$ cat config.mk
export PLATFORM = sky130hd
export DESIGN_NAME = icpu_program_loader
export DESIGN_NICKNAME = d
export VERILOG_FILES = /design/src/rtl/icpu_loader_pkg.sv /design/src/rtl/icpu_program_loader.sv
export SDC_FILE = /design/constraint.sdc
export NUM_CORES = 1
export LEC_CHECK = 0
export BUFFER_PORTS_ARGS = -buffer_cell sky130_fd_sc_hd__buf_2
export CAP_MARGIN = 0
export CORE_ASPECT_RATIO = 0.6
export CORE_MARGIN = 3
export CORE_UTILIZATION = 53
export DETAILED_ROUTE_END_ITERATION = 7
export GPL_TIMING_DRIVEN = 0
export PLACE_DENSITY = 0.75
export SYNTH_ARGS = -nofsm -noshare
export SYNTH_HDL_FRONTEND = slang
export SYNTH_SLANG_ARGS = --single-unit
$ cat constraint.sdc
create_clock -name clk -period 1.9 [get_ports clk]
set_input_delay 0.19 -clock clk [delete_from_list [all_inputs] [get_ports clk]]
set_output_delay 0.19 -clock clk [all_outputs]
set_load 0.05 [all_outputs]
$ cat src/rtl/icpu_loader_pkg.sv
// Shared types and constants for the Icpu program loader and the program memory it feeds.
package icpu_loader_pkg;

  localparam logic [7:0]  HEADER_BYTE = 8'hA5;
  localparam int unsigned MAX_WORDS   = 1024;
  localparam int unsigned ADDR_WIDTH  = 10;
  localparam int unsigned INSTR_WIDTH = 18;
  localparam int unsigned COUNT_WIDTH = 11;
  localparam int unsigned TO_WIDTH    = 24;

  typedef enum logic [2:0] {
    ST_IDLE,
    ST_LEN_HI,
    ST_LEN_LO,
    ST_W0,
    ST_W1,
    ST_W2,
    ST_CHECK
  } state_e;

endpackage

$ cat src/rtl/icpu_program_loader.sv
// Byte-stream loader: parses A5/LEN/words/CHK frames, writes program memory and
// holds the Icpu in reset until a length- and checksum-verified image is loaded.
module icpu_program_loader
  import icpu_loader_pkg::*;
#(
  parameter int unsigned TIMEOUT_CYCLES = 1000000
) (
  input  logic                   clk,
  input  logic                   reset,
  input  logic                   rx_valid,
  input  logic [7:0]             rx_data,
  output logic                   mem_write_enable,
  output logic [ADDR_WIDTH-1:0]  mem_write_address,
  output logic [INSTR_WIDTH-1:0] mem_write_data,
  output logic                   cpu_reset,
  output logic                   busy,
  output logic                   load_ok,
  output logic                   load_error
);

  localparam logic [TO_WIDTH-1:0] TO_LAST = TO_WIDTH'(TIMEOUT_CYCLES - 1);

  state_e                   state_q, state_d;
  logic [7:0]               len_hi_q, len_hi_d;
  logic [COUNT_WIDTH-1:0]   remain_q, remain_d;
  logic [ADDR_WIDTH-1:0]    addr_q, addr_d;
  logic [7:0]               sum_q, sum_d;
  logic [1:0]               b0_q, b0_d;
  logic [7:0]               b1_q, b1_d;
  logic [TO_WIDTH-1:0]      to_q, to_d;
  logic                     we_q, we_d;
  logic [ADDR_WIDTH-1:0]    waddr_q, waddr_d;
  logic [INSTR_WIDTH-1:0]   wdata_q, wdata_d;
  logic                     cpu_reset_q, cpu_reset_d;
  logic                     busy_q, busy_d;
  logic                     load_ok_q, load_ok_d;
  logic                     load_error_q, load_error_d;
  logic [15:0]              len_word;
  logic                     timeout_hit;

  always_comb begin
    state_d      = state_q;
    len_hi_d     = len_hi_q;
    remain_d     = remain_q;
    addr_d       = addr_q;
    sum_d        = sum_q;
    b0_d         = b0_q;
    b1_d         = b1_q;
    to_d         = '0;
    we_d         = 1'b0;
    waddr_d      = waddr_q;
    wdata_d      = wdata_q;
    cpu_reset_d  = cpu_reset_q;
    load_ok_d    = 1'b0;
    load_error_d = load_error_q;
    len_word     = {len_hi_q, rx_data};
    timeout_hit  = 1'b0;

    // Idle-gap counter; a strobe in the expiry cycle clears it instead of timing out
    if (state_q != ST_IDLE && !rx_valid) begin
      if (to_q == TO_LAST) timeout_hit = 1'b1;
      else                 to_d = to_q + TO_WIDTH'(1);
    end

    if (rx_valid) begin
      case (state_q)
        ST_IDLE: begin
          if (rx_data == HEADER_BYTE) begin
            state_d      = ST_LEN_HI;
            cpu_reset_d  = 1'b1;
            load_error_d = 1'b0;
            sum_d        = '0;
            addr_d       = '0;
          end
        end
        ST_LEN_HI: begin
          len_hi_d = rx_data;
          sum_d    = sum_q + rx_data;
          state_d  = ST_LEN_LO;
        end
        ST_LEN_LO: begin
          sum_d = sum_q + rx_data;
          if (len_word == 16'd0 || len_word > 16'(MAX_WORDS)) begin
            state_d      = ST_IDLE;
            load_error_d = 1'b1;
          end else begin
            remain_d = COUNT_WIDTH'(len_word);
            state_d  = ST_W0;
          end
        end
        ST_W0: begin
          b0_d    = rx_data[1:0];
          sum_d   = sum_q + rx_data;
          state_d = ST_W1;
        end
        ST_W1: begin
          b1_d    = rx_data;
          sum_d   = sum_q + rx_data;
          state_d = ST_W2;
        end
        ST_W2: begin
          we_d     = 1'b1;
          waddr_d  = addr_q;
          wdata_d  = {b0_q, b1_q, rx_data};
          addr_d   = addr_q + ADDR_WIDTH'(1);
          remain_d = remain_q - COUNT_WIDTH'(1);
          sum_d    = sum_q + rx_data;
          state_d  = (remain_q == COUNT_WIDTH'(1)) ? ST_CHECK : ST_W0;
        end
        ST_CHECK: begin
          state_d = ST_IDLE;
          if (8'(sum_q + rx_data) == 8'd0) begin
            cpu_reset_d = 1'b0;
            load_ok_d   = 1'b1;
          end else begin
            load_error_d = 1'b1;
          end
        end
        default: state_d = ST_IDLE;
      endcase
    end

    if (timeout_hit) begin
      state_d      = ST_IDLE;
      load_error_d = 1'b1;
    end

    busy_d = (state_d != ST_IDLE);
  end

  always_ff @(posedge clk) begin
    if (reset) begin
      state_q      <= ST_IDLE;
      len_hi_q     <= '0;
      remain_q     <= '0;
      addr_q       <= '0;
      sum_q        <= '0;
      b0_q         <= '0;
      b1_q         <= '0;
      to_q         <= '0;
      we_q         <= 1'b0;
      waddr_q      <= '0;
      wdata_q      <= '0;
      cpu_reset_q  <= 1'b0;
      busy_q       <= 1'b0;
      load_ok_q    <= 1'b0;
      load_error_q <= 1'b0;
    end else begin
      state_q      <= state_d;
      len_hi_q     <= len_hi_d;
      remain_q     <= remain_d;
      addr_q       <= addr_d;
      sum_q        <= sum_d;
      b0_q         <= b0_d;
      b1_q         <= b1_d;
      to_q         <= to_d;
      we_q         <= we_d;
      waddr_q      <= waddr_d;
      wdata_q      <= wdata_d;
      cpu_reset_q  <= cpu_reset_d;
      busy_q       <= busy_d;
      load_ok_q    <= load_ok_d;
      load_error_q <= load_error_d;
    end
  end

  assign mem_write_enable  = we_q;
  assign mem_write_address = waddr_q;
  assign mem_write_data    = wdata_q;
  assign cpu_reset         = cpu_reset_q;
  assign busy              = busy_q;
  assign load_ok           = load_ok_q;
  assign load_error        = load_error_q;

endmodule

## Word-level counts from Yosys, hierarchy flattened

Index checks and enable logic that the tools add are counted.

- Word-level logic and storage cells: 90
- Output and inout bits: 33
- Input port bits: 11
- Register bits after elaboration: 107

- Bitwise gates (word level): 3
- Reduce and logical (&&, ||, !) cells: 27
- Equality and inequality tests: 15
- $add $sub $neg: 4
- Magnitude comparators: 1
- Mux-type cells: 25

Operator list:

| operator | count |
|---|---|
| adder 24 x 1 -> 24 bit, second input constant | 1 |
| equality test 24 x 20 -> 1 bit, second input constant | 1 |
| case mux 11 bit (2 select lines) | 1 |
| case mux 10 bit (2 select lines) | 1 |
| case mux 3 bit (6 select lines) | 1 |
| > comparator 16 x 11 -> 1 bit, second input constant | 1 |
| zero test 16 bit | 1 |
| case mux 8 bit (2 select lines) | 1 |
| 2-to-1 mux 3 bit | 4 |
| equality test 11 x 1 -> 1 bit, second input constant | 1 |
| 2-to-1 mux 1 bit | 11 |
| 2-to-1 mux 11 bit | 1 |
| subtractor 11 x 1 -> 11 bit, second input constant | 1 |
| adder 10 x 1 -> 10 bit, second input constant | 1 |
| 2-to-1 mux 10 bit | 1 |
| nonzero test 2 bit | 5 |
| equality test 3 bit, second input constant | 3 |
| != test 3 bit, second input constant | 3 |
| AND reduction 3 bit | 3 |
| adder 8 bit | 1 |
| equality test 8 bit, second input constant | 1 |
| zero test 8 bit | 1 |
| 2-to-1 mux 8 bit | 1 |
| AND reduction 2 bit | 4 |
| 18 further kinds | 25 |

## Depth between registers and ports, before layout

- Depth in word-level cells: 7
- Gate-level depth with buffers: 8
- Gate-level depth less buffers: 8

## Least setup slack after synthesis

Ideal clock, no wire load.

- Path type: register to register
- Start point: register sum_q[0]
- End point: register sum_q[6]
- Path buffers: 0
- Setup time: 0.070 ns
- Stages on the path, launching flop included: 9
- Setup slack: -0.124 ns
- Clock period less this slack: 2.024 ns
- Required time: 1.830 ns
- Arrival: 1.953 ns
- Cells stage by stage: dfxtp_1 > ha_1 > fa_1 > a211oi_1 > o21bai_1 > a21oi_1 > xor2_1 > or3_1 > a21oi_1

- Longest elaborated chain between the ends: 2

RTL lines:

| what | line | text |
|---|---|---|
| start: declaration | icpu_program_loader.sv:27 | `logic [7:0] sum_q, sum_d;` |
| start signal: assignment | icpu_program_loader.sv:153 | `sum_q <= sum_d;` |
| adder 8 bit | -- |  |
| case mux 8 bit (2 select lines) | icpu_program_loader.sv:66 | `case (state_q)` |

No other way between the ends.
A chain may end at the register's enable or synchronous reset.

## Worst setup path after layout

- Start point: register sum_q[0]
- End point: register cpu_reset_q, in the netlist cpu_reset

- Longest elaborated chain between the ends: 4

RTL lines:

| what | line | text |
|---|---|---|
| adder 8 bit | icpu_program_loader.sv:112 | `if (8'(sum_q + rx_data) == 8'd0) begin` |
| zero test 8 bit | icpu_program_loader.sv:112 |  |
| != test 2 bit (no source line) | -- |  |
| AND reduction 4 bit (no source line) | -- |  |
| end signal: assignment | icpu_program_loader.sv:160 | `cpu_reset_q <= cpu_reset_d;` |
| end: declaration | icpu_program_loader.sv:34 | `logic cpu_reset_q, cpu_reset_d;` |

No other way between the ends.

==> metrics <==
Residual DRC 0; Crit path buffers/inverters 0; die width 131 um; crit path capture type flop; max_cap viols 0; first-pass GRT wire length 21800 um; routed wire length 14000 um; worst setup margin -0.215 ns; post-layout util 70.0%; complex-gate fraction of the synthesized area 15.0%; highest cell delay on the worst timing path 0.44 ns; Data arrival, critical path 2.34 ns; cell type with the largest total area after synthesis dfxtp_1; die area 0.0106 sq mm; mux contribution to synthesized area 2.63%; non-filler cells, final 795; final hold vios 0; starting density of the core 56.3%; area share of and/or/nand/nor cells after synthesis 27.7%; Hold Path End to_q[6]; min-delay src reset; RSZ-0062 raised after global routing yes; CP max-delay cell fa_2; Post-Syn Nets 628; Post-DP Area 0.00533 sq mm; YS warnings 0; largest family of logic cells by synthesized area simple AND/OR/NAND/NOR gates; Slew Viols, Final 0; deepest level of the CTS H-tree 3; post-route cell area 0.00615 sq mm; Critical Path, Cell by Cell ha_4, fa_2, nand2b_4, nor4_4, o221ai_2, nor3_2, and4_1, nor3_1; TritonCTS Buffers 9; Fmax achieved 473 MHz; HPWL after detailed placement 9330 um; Post-synth EDFFs 0; Synth-to-Final Area Change 24.4%; final setup vio count 16; R2R Path End cpu_reset; flops & latches, synth 107; Synth area leaders dfxtp_1, nand2_1, a21oi_1; synthesized area 0.00494 sq mm; share of layout cells above drive strength 1 24.5%; Total GRT Usage 26.4%; Slew headroom 54.4%; failing checks negative setup slack; worst-margin pin slew 0.684 ns; clock-pin slew on the worst setup and hold paths 0.08 ns; clock latency on the worst-skew pair 0.36 ns; Placed Instances 758; final period utilization 111%; num rows 26; Crit path max-delay family simple AND/OR/NAND/NOR gates; Via Count 4790; r2r startpoint sum_q[0]; CTS sink count 107; CTS Buffer Depth 2; DR iter-0 viols 423; I/O Buffers 41; GPL Wtd Cong 0.881; fill cell count 667; Post-Synth Adder-Cell Area 3.19%; nets 701; clock period minus worst slack 2.12 ns; total leakage power 2.24 nW; vias in the first global route 4490; worst reg-to-reg setup slack -0.22 ns; peak supply drop 0.444 mV; ys async rst share 0%; R2R depth 8; Syn Area/Cell 8.17 sq um; Remaining Overflow, GRT 0; most common flop cell mapped by yosys dfxtp_1; startpoint types flop; hold crit path type in -> reg; largest net degree at the start of global routing 21; CTS Root Buffer Type clkbuf_16; CTS tree done; CP Data Required Time 2.12 ns; Ant. Diodes 0; cell count after synthesis 605; status finished, violations left; kind of critical path reg -> reg; CORE AREA 0.00878 sq mm; top-area cell type share of the netlist area 43.3%; hold depth 3; Final ANT Viol Nets 0; DIE HEIGHT 80.8 um; Routed WL per cell 17.6 um; I/O pins 44; via density per instance 6.03; PD cells 739 mW/mm^2; Final Total Pwr 4.55 mW; DP Worst Slack -0.567 ns; Netlist cell types 57; CP Max Fanout 2; clock skew 0.00963 ns; initial antenna violation count 0; xor and xnor fraction of the mapped netlist area 5.14%; worst setup path start sum_q[0]; DRT Pass-1 Iters 5; register area share after synthesis 43.3%
## worst max-delay path by stage
stage | cells past startpoint | to | slack (ns)
after floorplan | 5 | addr_q[9] | -0.009
after global placement | 9 | load_error | -0.52
after detailed placement | 6 | remain_q[0] | -0.57
after CTS | 8 | load_error | -0.19
after global routing | 7 | remain_q[1] | -0.32
final | 8 | cpu_reset | -0.22
## state kept, by name, summed over array words and instances, names as in the netlist, 2 cells and up
signal,cells
addr_q,10
b1_q,8
mem_write_data,18
sum_q,8
remain_q,11
len_hi_q,8
mem_write_address,10
to_q,24
state_q,3
b0_q,2
## cells in the mapped netlist (all sizes together) (3+ instances only)
cell type	instances
nand2	110
o21a	3
mux2i	13
nor2	53
or4	5
xor2	17
nor4b	3
a211oi	6
nand2b	7
inv	8
and2	3
or3	7
nand4	13
o211ai	6
o2bb2ai	3
a21o	3
nor4	13
nor3	19
clkbuf	26
ha	11
a21oi	70
a31oi	4
and3	9
dfxtp	107
o21ai	17
nand3	27
xnor2	12
buf	5
## tightest hold or removal path, cell delays in order
cell and delay (ns):
buf_2 0.09, or4_4 0.15, nor2_1 0.04
## stage by stage
stage / hold slack [ns] / setup TNS, ns
2_1_floorplan: 0.326 / -0.0152
3_3_place_gp: 0.425 / -26.53
3_5_place_dp: 0.437 / -30.65
4_1_cts: 0.150 / -1.45
5_1_grt: 0.158 / -3.92
6_report: 0.159 / -2.39
## repair_timing
item                       in CTS  in global routing
setup endpoints to repair      89                 51
gates resized for setup        50                 38
hold buffers                    0                  0
setup buffers                  13                 13
cloned                          0                  0
pin swaps                      15                 16
## cells in the final DEF (no fill, tap or decap), types with 5 or more instances in the layout
cell type / netlist / routed
nand3_1: 27 / 24
clkbuf_2: 0 / 7
xor2_1: 17 / 17
clkbuf_16: 0 / 9
nand2_1: 110 / 109
a21oi_1: 70 / 65
buf_4: 0 / 23
buf_2: 4 / 43
nor4_2: 3 / 5
nor3_1: 17 / 10
o21ai_0: 16 / 13
nand2b_1: 7 / 6
nor3_4: 0 / 6
ha_1: 11 / 7
mux2i_1: 13 / 13
nor2_1: 53 / 53
o211ai_1: 6 / 6
and3_1: 8 / 8
xnor2_1: 12 / 12
inv_1: 8 / 6
dfxtp_1: 107 / 100
nand4_1: 13 / 13
clkbuf_1: 26 / 12
## metal layers
layer | up-vias | wire length [um] | track usage, %
met3 | 43 | 1210 | 8.94
met4 | 0 | 348 | 9.03
li1 | 2273 | - | -
met1 | 2259 | 6390 | 37.0
met5 | - | 0 | 0
met2 | 215 | 6010 | 38.1
## final cells by class
cell class,count,area (sq um),share of cell area (%)
Inverter,8,30.0,0.488
Multi-Input combinational cell,459,2960,48.0
Clock buffer,10,239,3.89
Buffer,27,148,2.40
Timing Repair Buffer,66,413,6.71
Sequential cell,107,2160,35.1
Clock inverter,6,67.6,1.10
Tap cell,112,140,2.28
## logic make-up (layout without fill, tap and decap cells)
kind of cell,Yosys count,after routing
flops,107,107
buf+inv,39,117
fa+ha+maj,12,12
compound gates,126,126
mux,13,13
simple gates,279,279
xor+xnor,29,29
## where the power goes
part           switching (mW)  internal, mW  total [mW]  leakage [nW]
combinational           0.250         0.138       0.388          1.23
clock                   0.915         0.965        1.88         0.150
sequential             0.0211          2.26        2.28         0.867
No activity file was read; power rests on OpenSTA's default activity.
